--- config.mk ---
export PLATFORM = sky130hd
export DESIGN_NAME = uart_tx_flat
export DESIGN_NICKNAME = d
export VERILOG_FILES = /design/src/rtl/uart_tx_if.sv /design/src/rtl/uart_tx.sv /design/src/flat_wrapper.sv
export SDC_FILE = /design/constraint.sdc
export NUM_CORES = 1
export LEC_CHECK = 0
export ABC_AREA = 1
export ABC_CLOCK_PERIOD_IN_PS = 1300
export CAP_MARGIN = 20
export CORE_MARGIN = 2
export CORE_UTILIZATION = 48
export CTS_CLUSTER_DIAMETER = 120
export DETAILED_ROUTE_END_ITERATION = 8
export PLACE_DENSITY = 0.74
export SKIP_CTS_REPAIR_TIMING = 1
export SLEW_MARGIN = 20
export SYNTH_ARGS = -nofsm -noshare
export SYNTH_HDL_FRONTEND = slang
export SYNTH_SLANG_ARGS = --single-unit
--- constraint.sdc ---
create_clock -name clk -period 1.3 [get_ports clk]
set_input_delay 0.26 -clock clk [delete_from_list [all_inputs] [get_ports clk]]
set_output_delay 0.26 -clock clk [all_outputs]
set_load 0.03 [all_outputs]
--- src/rtl/uart_tx_if.sv ---
// Host-side handshake bundle for the UART transmitter: baud tick, request,
// byte, and the registered line/status outputs.
interface uart_tx_if;
  logic       tx_clk;
  logic       enabled;
  logic [7:0] data;
  logic       start;
  logic       tx;
  logic       busy;
  logic       done;

  // Host side: drives tick, enable and requests; observes line and status.
  modport master (
    output tx_clk, enabled, data, start,
    input  tx, busy, done
  );

  // Transmitter side.
  modport slave (
    input  tx_clk, enabled, data, start,
    output tx, busy, done
  );
endinterface

--- src/rtl/uart_tx.sv ---
// Byte-wide UART transmitter. Frames are start + 8 data bits (LSB first)
// + optional parity + 1 or 2 stop bits. Each bit lasts 16 ticks of the
// shared 16x baud enable, so the receiver's baud generator can be reused.
module uart_tx #(
  parameter int PARITY    = 0,  // 0 none, 1 odd, 2 even; anything else = none
  parameter int STOP_BITS = 1   // 1 or 2; anything else = 1
) (
  input logic      clk,
  input logic      rst,
  uart_tx_if.slave bus
);

  localparam bit PAR_EN   = (PARITY == 1) || (PARITY == 2);
  localparam bit PAR_ODD  = (PARITY == 1);
  localparam bit TWO_STOP = (STOP_BITS == 2);

  typedef enum logic [2:0] {
    S_IDLE,
    S_START,
    S_DATA,
    S_PARITY,
    S_STOP
  } state_t;

  state_t     state_reg;
  logic [3:0] tick_reg;
  logic [2:0] bit_idx_reg;
  logic [7:0] shift_reg;
  logic       parity_reg;
  logic       stop_cnt_reg;
  logic       tx_reg;
  logic       busy_reg;
  logic       done_reg;

  // Frame FSM with registered line and status outputs. The bit advances on
  // the 16th tick of the current bit; the new level shows one clk later.
  always_ff @(posedge clk) begin
    if (rst) begin
      state_reg    <= S_IDLE;
      tick_reg     <= 4'd0;
      bit_idx_reg  <= 3'd0;
      shift_reg    <= 8'd0;
      parity_reg   <= 1'b0;
      stop_cnt_reg <= 1'b0;
      tx_reg       <= 1'b1;
      busy_reg     <= 1'b0;
      done_reg     <= 1'b0;
    end else begin
      done_reg <= 1'b0;
      case (state_reg)
        S_IDLE: begin
          tx_reg   <= 1'b1;
          busy_reg <= 1'b0;
          // A tick coinciding with accept is deliberately not counted.
          if (bus.enabled && bus.start) begin
            shift_reg    <= bus.data;
            parity_reg   <= PAR_ODD ? ~(^bus.data) : (^bus.data);
            tick_reg     <= 4'd0;
            bit_idx_reg  <= 3'd0;
            stop_cnt_reg <= 1'b0;
            tx_reg       <= 1'b0;
            busy_reg     <= 1'b1;
            state_reg    <= S_START;
          end
        end
        default: begin
          if (bus.tx_clk) begin
            tick_reg <= tick_reg + 4'd1;
            if (tick_reg == 4'd15) begin
              case (state_reg)
                S_START: begin
                  tx_reg      <= shift_reg[0];
                  bit_idx_reg <= 3'd0;
                  state_reg   <= S_DATA;
                end
                S_DATA: begin
                  shift_reg <= {1'b0, shift_reg[7:1]};
                  if (bit_idx_reg == 3'd7) begin
                    if (PAR_EN) begin
                      tx_reg    <= parity_reg;
                      state_reg <= S_PARITY;
                    end else begin
                      tx_reg    <= 1'b1;
                      state_reg <= S_STOP;
                    end
                  end else begin
                    tx_reg      <= shift_reg[1];
                    bit_idx_reg <= bit_idx_reg + 3'd1;
                  end
                end
                S_PARITY: begin
                  tx_reg    <= 1'b1;
                  state_reg <= S_STOP;
                end
                S_STOP: begin
                  // Second stop bit reuses the tick counter for another 16 ticks.
                  if (TWO_STOP && !stop_cnt_reg) begin
                    stop_cnt_reg <= 1'b1;
                  end else begin
                    tx_reg    <= 1'b1;
                    busy_reg  <= 1'b0;
                    done_reg  <= 1'b1;
                    state_reg <= S_IDLE;
                  end
                end
                default: state_reg <= S_IDLE;
              endcase
            end
          end
        end
      endcase
    end
  end

  assign bus.tx   = tx_reg;
  assign bus.busy = busy_reg;
  assign bus.done = done_reg;

endmodule

--- src/flat_wrapper.sv ---
// flat-port wrapper written by rule: the top's interface ports become plain ports
module uart_tx_flat 
#(
  parameter int PARITY    = 0,                                                
  parameter int STOP_BITS = 1                               
)
  (clk, rst, bus_tx_clk, bus_enabled, bus_data, bus_start, bus_tx, bus_busy, bus_done);
  uart_tx_if bus_i ();
  input logic clk;
  input logic rst;
  input wire logic [$bits(bus_i.tx_clk)-1:0] bus_tx_clk;
  input wire logic [$bits(bus_i.enabled)-1:0] bus_enabled;
  input wire logic [$bits(bus_i.data)-1:0] bus_data;
  input wire logic [$bits(bus_i.start)-1:0] bus_start;
  output wire logic [$bits(bus_i.tx)-1:0] bus_tx;
  output wire logic [$bits(bus_i.busy)-1:0] bus_busy;
  output wire logic [$bits(bus_i.done)-1:0] bus_done;
  assign bus_i.tx_clk = bus_tx_clk;
  assign bus_i.enabled = bus_enabled;
  assign bus_i.data = bus_data;
  assign bus_i.start = bus_start;
  assign bus_tx = bus_i.tx;
  assign bus_busy = bus_i.busy;
  assign bus_done = bus_i.done;
  uart_tx #(.PARITY(PARITY), .STOP_BITS(STOP_BITS)) u_core (.clk(clk), .rst(rst), .bus(bus_i));
endmodule
==> impl_results.md, run 1 <==
- Syn. warnings: 0
- Layout cell share with drive strength beyond 1: 0.377
- PortBufs: 15
- Syn nets: around 180
- Crit Path Class: register to register
- Number of global-route vias before repair: approximately 1,100
- H-tree levels: 1
- Seq. cell area: 432 um^2
- Fillcell total: roughly 170
- Fin worst setup slack: -0.0643 ns
- Fin. Hold Viols: 0
- Max clock buf depth: 2
- Vias per cell: ~5.6
- Pleak: between 0.0007 and 0.0008 uW
- Final WL: approximately 3.4 mm
- Switch Pwr: about 2300 uW
- Sw Ratio: 0.484
- P&R area growth vs syn: 48.3%
- Register area share after synthesis: 0.358
- Largest register FFs: 8
- Initial Utilization: 0.521
- Num rows: 17
- CTS tree: yes
- MaxCap Viol Count: 0
- Io pins: 16
- Unrepaired setup endpoints after global routing: true
- Comb pwr share: 0.697
- Wire length per cell: about 14 um
- Status: finished, violations left
- CTS buffer count: 3
- Antenna violations before repair: 0
- Startpoint Class: register
- Internal Power: 2450 uW
- Sequential Power Share: 0.230
- Fin Setup TNS: -0.492 ns
- Multi-input combinational cell area: about 830 um^2
- Worst Setup EP: u_core.shift_reg[5]$_SDFFE_PP0P_
- Pwr dens: roughly 2700 mW/mm^2
- Worst-path clk slew: about 0.13 ns
- Failing checks: setup timing
- Residual DRC: 0
- Most common cell after layout, fill and taps aside: nand2_1
- Cell Area, Synth: between 0.001 and 0.0015 mm^2
- Commonest cells after routing, fill and taps aside: 46 x nand2_1, 20 x nor2_1, 20 x buf_4
- Routability Congestion: 0.855
- Largest net degree at the start of global routing: 13
- FF+latch count, synth: 21
- Synth area leaders: dfxtp_1 36%, nand2_1 16%, nor2_1 8.0%
- DP HPWL: between 2 and 2.5 mm
- Vias: between 1,000 and 1,500
- Req. time, crit path: between 1.5 and 2 ns
- Reg2Reg Capture Point: u_core.shift_reg[5]$_SDFFE_PP0P_
- Worst vdd ir: 1830 uV
- Max Slew Vio Count: 0
- Full die area: around 0.0029 mm^2
- Total Routing Usage GR: 0.222
- Pre-CTS setup slack: -0.356 ns
- Fin crit period: 1.36 ns
- Worst-margin pin slew: ~0.33 ns
- Gate Count Post-Synth: around 170
- First-pass GRT wire length: 4.58 mm
- Reg2reg path depth: 6
- GRT overflow: 0
- Final Skew: 0.00791 ns
- Post-Synthesis Mean Instance Area: about 7.1 um^2
- Synth area leader: dfxtp_1
- Final Total Pwr: 4750 uW
- Hold Path Stages: 2
- CP Capture Type: register
- Initial drt markers: 53
- Critical Path Source: u_core.tick_reg[0]$_SDFFE_PP0P_
- Hold_ws: a little under 0.5 ns
- Clk pwr share: 0.072
- R2r startpoint: u_core.tick_reg[0]$_SDFFE_PP0P_
- Part of the cycle the worst path needs: 1.05
- Total Nets Final: 224
- F_max: between 700 and 800 MHz
- Antenna Nets Post-Route: 0
- Crit-path max FO: 8
- TritonRoute pass-1 iters: 4
- Hold Path Class: register to register
- Setup violators final: 12
- WP data arrival: 1.59 ns
- Root Buffer: clkbuf_4
- Setup slack, reg-to-reg: -0.06 ns
- # diodes: 0
- Netlist cell types: 25
- Clk_lat worst skew: 0.32 ns
- Die H: 53.5 um
- # clock sinks: 21
- Slew Limit Headroom: 0.781
- Hold Startpoint: u_core.bus.busy$_SDFFE_PP0P_
- Core Region: roughly 0.0023 mm^2
- Share of the synthesized area in the top cell type: 0.358
- Die width: approximately 53 um
## kinds of logic after synthesis
group | Yosys count | synth area share
adders and majority gates | 3 | 0.0320
and+or+nand+nor | 101 | 0.419
AOI/OAI and AO/OA | 28 | 0.129
buffers and inverters | 13 | 0.0628
DFF | 21 | 0.358
## how the worst min path moves through the flow
stage,slack (ns),endpoint
floorplan,0.33,u_core.bus.busy$_SDFFE_PP0P_
global placement,0.45,u_core.shift_reg[7]$_SDFFE_PP0P_
detailed placement,0.46,u_core.shift_reg[7]$_SDFFE_PP0P_
CTS,0.48,u_core.shift_reg[7]$_SDFFE_PP0P_
global route,0.50,u_core.bus.busy$_SDFFE_PP0P_
finish,0.48,u_core.bus.busy$_SDFFE_PP0P_
## worst max-delay path, stage by stage (launching register included)
cell and delay (ns):
dfxtp_2 0.39, ha_4 0.14, nand4_1 0.16, nand2_4 0.18, nand3_4 0.17, o21ai_2 0.18, nor2_1 0.05
## area by class of cell
class | instances | area share
Clock inverter | 1 | 0.00287
Multi-Input combinational cell | 132 | 0.478
Tap cell | 28 | 0.0201
Clock buffer | 3 | 0.0129
Timing Repair Buffer | 41 | 0.218
Inverter | 9 | 0.0208
Sequential cell | 21 | 0.248
## metal layers
metal / global-route usage / share of wire / up-vias / routed length, um
met5: 0 / 0 / - / 0
met4: 0.111 / 0.017 / 0 / 57
met3: 0.0395 / 0.066 / 6 / 220
met2: 0.377 / 0.49 / 72 / 1660
met1: 0.265 / 0.42 / 617 / 1420
li1: - / - / 627 / -
## power by group through the flow
stage                     combinational (uW)  sequential [uW]  clock, uW
final                                   3320             1090        344
after detailed placement                2370             1030          0
after floorplan                         1670             1050          0
after CTS                               2370             1020        339
after global routing                    3570             1110        365
after global placement                  2300             1020          0
## metrics by stage
| step | cells | util | instance area (um^2) |
|---|---|---|---|
| after floorplan | 166 | - | 1180 |
| after global placement | 226 | 0.658 | 1480 |
| after detailed placement | 226 | 0.658 | 1480 |
| after CTS | 230 | 0.670 | 1510 |
| after global routing | 235 | 0.773 | 1740 |
| final | 235 | 0.773 | 1740 |
## cells in the mapped netlist
cell type	count
nand2_2	1
or2_2	1
nand3b_1	1
clkbuf_1	1
inv_2	2
nor3_1	1
o21ai_1	8
nor2_2	3
nand3_1	8
nor2_1	25
inv_1	6
nand2_4	4
nand4_1	2
a31oi_1	7
nand3_2	1
dfxtp_1	21
buf_6	3
nor2_4	4
inv_4	1
o211ai_1	1
ha_1	3
a21oi_1	9
nand2_1	49
o21ai_0	3
nand3_4	1
No activity file was read; power rests on OpenSTA's default activity.
==> run 2, diff against run 1 <==
- CORE_UTILIZATION: 48 -> 50
- CTS_BUF_LIST: not set -> sky130_fd_sc_hd__clkbuf_8
- MAX_ROUTING_LAYER: not set -> met4
- PLACE_DENSITY: 0.74 -> 0.77
==> impl_results.md, run 2 (same netlist as run 1, synthesis figures left out) <==
- Status: finished, violations left
- Failing checks: setup timing
- Delay-heaviest family, CP: simple AND/OR/NAND/NOR gates
- Part of the cycle the worst path needs: 1.03
- F_max: 747 MHz
- Switch Pwr: ~2200 uW
- Slew Limit Headroom: 0.790
- Post-Layout Cell Count: approximately 240
- Antenna Nets Post-Route: 0
- Fillcell total: 150
- Unrepaired setup endpoints after global routing: true
- Req. time, crit path: 1.46 ns
- Worst vdd ir: 2060 uV
- Commonest cells after routing, fill and taps aside: 43 x nand2_1, 30 x buf_4, 21 x nor2_1
- Pre-CTS setup slack: -0.352 ns
- H-tree levels: 1
- Vias per cell: ~5.5
- DP HPWL: around 2.2 mm
- Setup violators final: 11
- Total Nets Final: between 200 and 250
- P&R area growth vs syn: 49.3%
- CTS tree: yes
- Startpoint Class: register
- Fin. Hold Viols: 0
- Root Buffer: clkbuf_8
- Slowest-stage cell, CP: dfxtp_2
- WP data arrival: approximately 1.5 ns
- MaxCap Viol Count: 0
- TritonRoute pass-1 iters: 4
- Total Routing Usage GR: 0.247
- Critical-path cell list: ha_4 > nand4_1 > nand2_2 > buf_12 > nand3_4 > o21ai_2 > nor2_1
- Max Slew Vio Count: 0
- Wire length per cell: 13.6 um
- PortBufs: 15
- Worst-margin pin slew: around 0.31 ns
- Die H: between 50 and 60 um
- Number of global-route vias before repair: around 1,200
- Hold Path Class: input pin to register
- Placed insts: 231
- Internal Power: 2560 uW
- Fin crit period: between 1 and 1.5 ns
- Die width: around 52 um
- Initial Utilization: 0.531
- Sw Ratio: 0.459
- Worst-path clk slew: approximately 0.08 ns
- Pleak: 0.000814 uW
- Layout cell share with drive strength beyond 1: 0.374
- Clk_lat worst skew: between 0.2 and 0.3 ns
- Initial drt markers: 42
- Routability Congestion: roughly 0.86
- Max clock buf depth: 2
- Vias: ~1,300
- Max incr delay on CP: around 0.36 ns
- First-pass GRT wire length: 4.88 mm
- Num rows: 17
- Sequential Power Share: 0.223
- GRT overflow: 0
- Most common cell after layout, fill and taps aside: nand2_1
- Full die area: between 0.002 and 0.003 mm^2
- # clock sinks: 21
- Final WL: around 3.3 mm
- Antenna violations before repair: 0
- CTS buffer count: 3
- CP Capture Type: register
- CP bufs+invs: 1
- Largest register FFs: 8
- Io pins: 16
- Finished Core Util: 0.793
- Core Region: ~0.0022 mm^2
- Crit Path Class: register to register
- Largest net degree at the start of global routing: 12
- Setup slack, reg-to-reg: -0.04 ns
- Pwr dens: between 2000 and 3000 mW/mm^2
- Clk pwr share: 0.091
- Residual DRC: 0
- Comb pwr share: 0.686
- Crit-path max FO: 8
- Final Skew: between 0.002 and 0.0025 ns
- # diodes: 0
- Fin worst setup slack: -0.0381 ns
-- run 2: cell types whose count changed in the layout (fill, tap and decap cells not counted), moves of 3 or more --
| cell | delta |
|---|---|
| nand2_2 | +3 |
| a31oi_1 | +5 |
| clkbuf_8 | +3 |
| buf_6 | -4 |
| a31oi_4 | -4 |
| clkbuf_4 | -3 |
| buf_4 | +10 |
| nand2_1 | -3 |
-- run 2: final timing paths --
check / from / endpoint / cells after the start
worst max-delay path: u_core.tick_reg[1]$_SDFFE_PP0P_ / u_core.shift_reg[1]$_SDFFE_PP0P_ / 7
worst min-delay path: bus_tx_clk / u_core.bus.done$_SDFF_PP0_ / 4
worst min register to register: u_core.bus.busy$_SDFFE_PP0P_ / u_core.bus.busy$_SDFFE_PP0P_ / 2
worst max register to register: u_core.tick_reg[1]$_SDFFE_PP0P_ / u_core.shift_reg[1]$_SDFFE_PP0P_ / 7
-- run 2: per-stage QoR --
step	area [um^2]	total power [uW]	hold WS, ns	setup TNS [ns]
2_1_floorplan	1180	2730	0.329	-0.168
3_3_place_gp	1530	3430	0.451	-3.80
3_5_place_dp	1530	3550	0.453	-4.84
4_1_cts	1580	3980	0.465	-1.44
5_1_grt	1750	5060	0.495	-1.23
6_report	1750	4740	0.467	-0.198
-- run 2: power groups by stage --
stage	registers (uW)	clock network (uW)	logic [uW]
after global placement	1020	0	2410
final	1060	434	3250
after CTS	1020	437	2530
after floorplan	1050	0	1670
after global routing	1070	457	3530
after detailed placement	1030	0	2510
-- run 2: layer usage --
| layer | up-vias | part of all wire | track usage |
|---|---|---|---|
| met1 | 641 | 0.43 | 0.317 |
| met3 | 4 | 0.050 | 0.0257 |
| met4 | 0 | 0.010 | 0.103 |
| li1 | 640 | - | - |
| met5 | - | 0 | - |
| met2 | 37 | 0.51 | 0.396 |
-- run 2: layout make-up --
cell class | count | area (um^2) | share of cell area
timing repair buffer | 48 | 437 | 0.249
inverter | 9 | 36.3 | 0.0207
tap | 28 | 35.0 | 0.0200
clock inverter | 1 | 3.75 | 0.00214
clock buffer | 3 | 41.3 | 0.0235
multi-input combinational | 132 | 772 | 0.440
sequential | 21 | 429 | 0.245
-- run 2: tightest hold or removal path, stage by stage --
cell,delay [ns]
dlymetal6s2s_1,0.14
nand4_1,0.13
buf_4,0.13
nor2_1,0.04
==> run 3, diff against run 2 <==
- CAP_MARGIN: 20 -> not set
- DONT_BUFFER_PORTS: not set -> 1
- PLACE_DENSITY: 0.77 -> 0.68
==> impl_results.md, run 3 (same netlist as run 1, synthesis figures left out) <==
- Status: finished, violations left
- Failing checks: setup timing
- PortBufs: 0
- Vias per cell: ~5.4
- Fin crit period: 1.31 ns
- Most common cell after layout, fill and taps aside: nand2_1
- Crit Path Class: register to register
- H-tree levels: 1
- DP HPWL: 1.96 mm
- MaxCap Viol Count: 0
- Wire length per cell: approximately 13 um
- Fin Setup TNS: -0.0123 ns
- Num rows: 17
- Worst-path clk slew: 0.07 ns
- Pre-CTS setup slack: -0.0504 ns
- CP bufs+invs: 1
- Initial drt markers: 33
- Vias: 1,156
- Slew Limit Headroom: 0.678
- Routability Congestion: slightly below 0.9
- Commonest cells after routing, fill and taps aside: 46 x nand2_1, 21 x nor2_1, 19 x buf_4
- Root Buffer: clkbuf_8
- Io pins: 16
- CTS tree: yes
- Core Region: 0.00221 mm^2
- # clock sinks: 21
- Total Nets Final: between 200 and 250
- Part of the cycle the worst path needs: 1.01
- TritonRoute pass-1 iters: 7
- Hold Path Class: input pin to register
- Crit path top cell by count: nand2_4
- Max clock buf depth: 2
- Initial Utilization: 0.531
- Worst vdd ir: roughly 1800 uV
- Pleak: 0.000640 uW
- Multi-input combinational cell area: around 800 um^2
- WP data arrival: roughly 1.5 ns
- Die width: about 52 um
- Unrepaired setup endpoints after global routing: true
- Layout cell share with drive strength beyond 1: 0.348
- Residual DRC: 0
- Req. time, crit path: roughly 1.5 ns
- Final WL: roughly 2.8 mm
- Largest net degree at the start of global routing: 16
- Critical-path cell list: nor2_4 > nand2_4 > buf_12 > nand2_4 > nand2_4 > nor2_4 > nand3_2 > nand2_1 > nor2_1
- Startpoint Class: register
- Die H: 52.5 um
- Setup violators final: 2
- Number of global-route vias before repair: 1,111
- Final Skew: approximately 0.0022 ns
- Crit-path max FO: 5
- Fin. Hold Viols: 0
- Seq. cell area: 430 um^2
- Clk_lat worst skew: roughly 0.26 ns
- GRT overflow: 0
- Pwr dens: about 2900 mW/mm^2
- P&R area growth vs syn: 30.6%
- Slowest-stage cell, CP: dfxtp_4
- Antenna Nets Post-Route: 0
- CP Capture Type: register
- CTS buffer count: 3
- Total Routing Usage GR: 0.230
- # diodes: 0
- Largest register FFs: 8
- Fin worst setup slack: -0.00954 ns
- F_max: approximately 760 MHz
- Max incr delay on CP: ~0.37 ns
- Delay-heaviest family, CP: simple AND/OR/NAND/NOR gates
- Antenna violations before repair: 0
- Max Slew Vio Count: 0
- Full die area: 0.00275 mm^2
- First-pass GRT wire length: 4.62 mm
- Fillcell total: approximately 180
- Worst-margin pin slew: between 0.4 and 0.5 ns
run 3: cell types whose count changed in the layout (fill, tap and decap cells not counted), moves of 4 or more:
| cell | before | now |
|---|---|---|
| nand2_2 | 6 | 2 |
| o21ai_2 | 6 | 0 |
| clkdlybuf4s50_1 | 11 | 0 |
| buf_4 | 30 | 19 |
| dlymetal6s2s_1 | 4 | 0 |
| o21ai_1 | 2 | 9 |
run 3: cell type report:
type                    instances  share of cell area
clock buffers                   3              0.0269
clock inverters                 1             0.00245
well taps                      28              0.0228
inverters                       9              0.0269
flip-flops and latches         21               0.281
multi-input cells             132               0.521
repair buffers                 21               0.119
run 3: final timing paths:
check	from	end	slack, ns	cells past startpoint
max reg2reg	u_core.state_reg[0]$_SDFFE_PP0P_	u_core.bit_idx_reg[1]$_SDFFE_PP0P_	-0.01	9
min	rst	u_core.tick_reg[1]$_SDFFE_PP0P_	0.05	1
max	u_core.state_reg[0]$_SDFFE_PP0P_	u_core.bit_idx_reg[1]$_SDFFE_PP0P_	-0.01	9
min reg2reg	u_core.shift_reg[7]$_SDFFE_PP0P_	u_core.shift_reg[7]$_SDFFE_PP0P_	0.46	2
run 3: per-stage QoR:
stage	util	total power, uW	hold WS (ns)	instances	cell area [um^2]
floorplan	-	2730	0.329	166	1180
global placement	0.597	3360	0.330	206	1320
detailed placement	0.597	3430	0.332	206	1320
CTS	0.617	3860	0.0522	210	1370
global route	0.693	4740	0.0469	215	1530
finish	0.693	4380	0.0528	215	1530
run 3: layer usage:
| metal | wire (um) | share of wire | up-vias | track usage |
|---|---|---|---|---|
| met3 | 80 | 0.028 | 6 | 0.0257 |
| met5 | 0 | 0 | - | - |
| met4 | 65 | 0.023 | 0 | 0.0897 |
| li1 | - | - | 590 | - |
| met2 | 1330 | 0.47 | 27 | 0.367 |
| met1 | 1350 | 0.48 | 533 | 0.299 |
run 3: where the power goes:
part           internal (uW)  switching, uW
Sequential               886            223
Clock                    210            209
Combinational           1260           1600
Total                   2350           2030
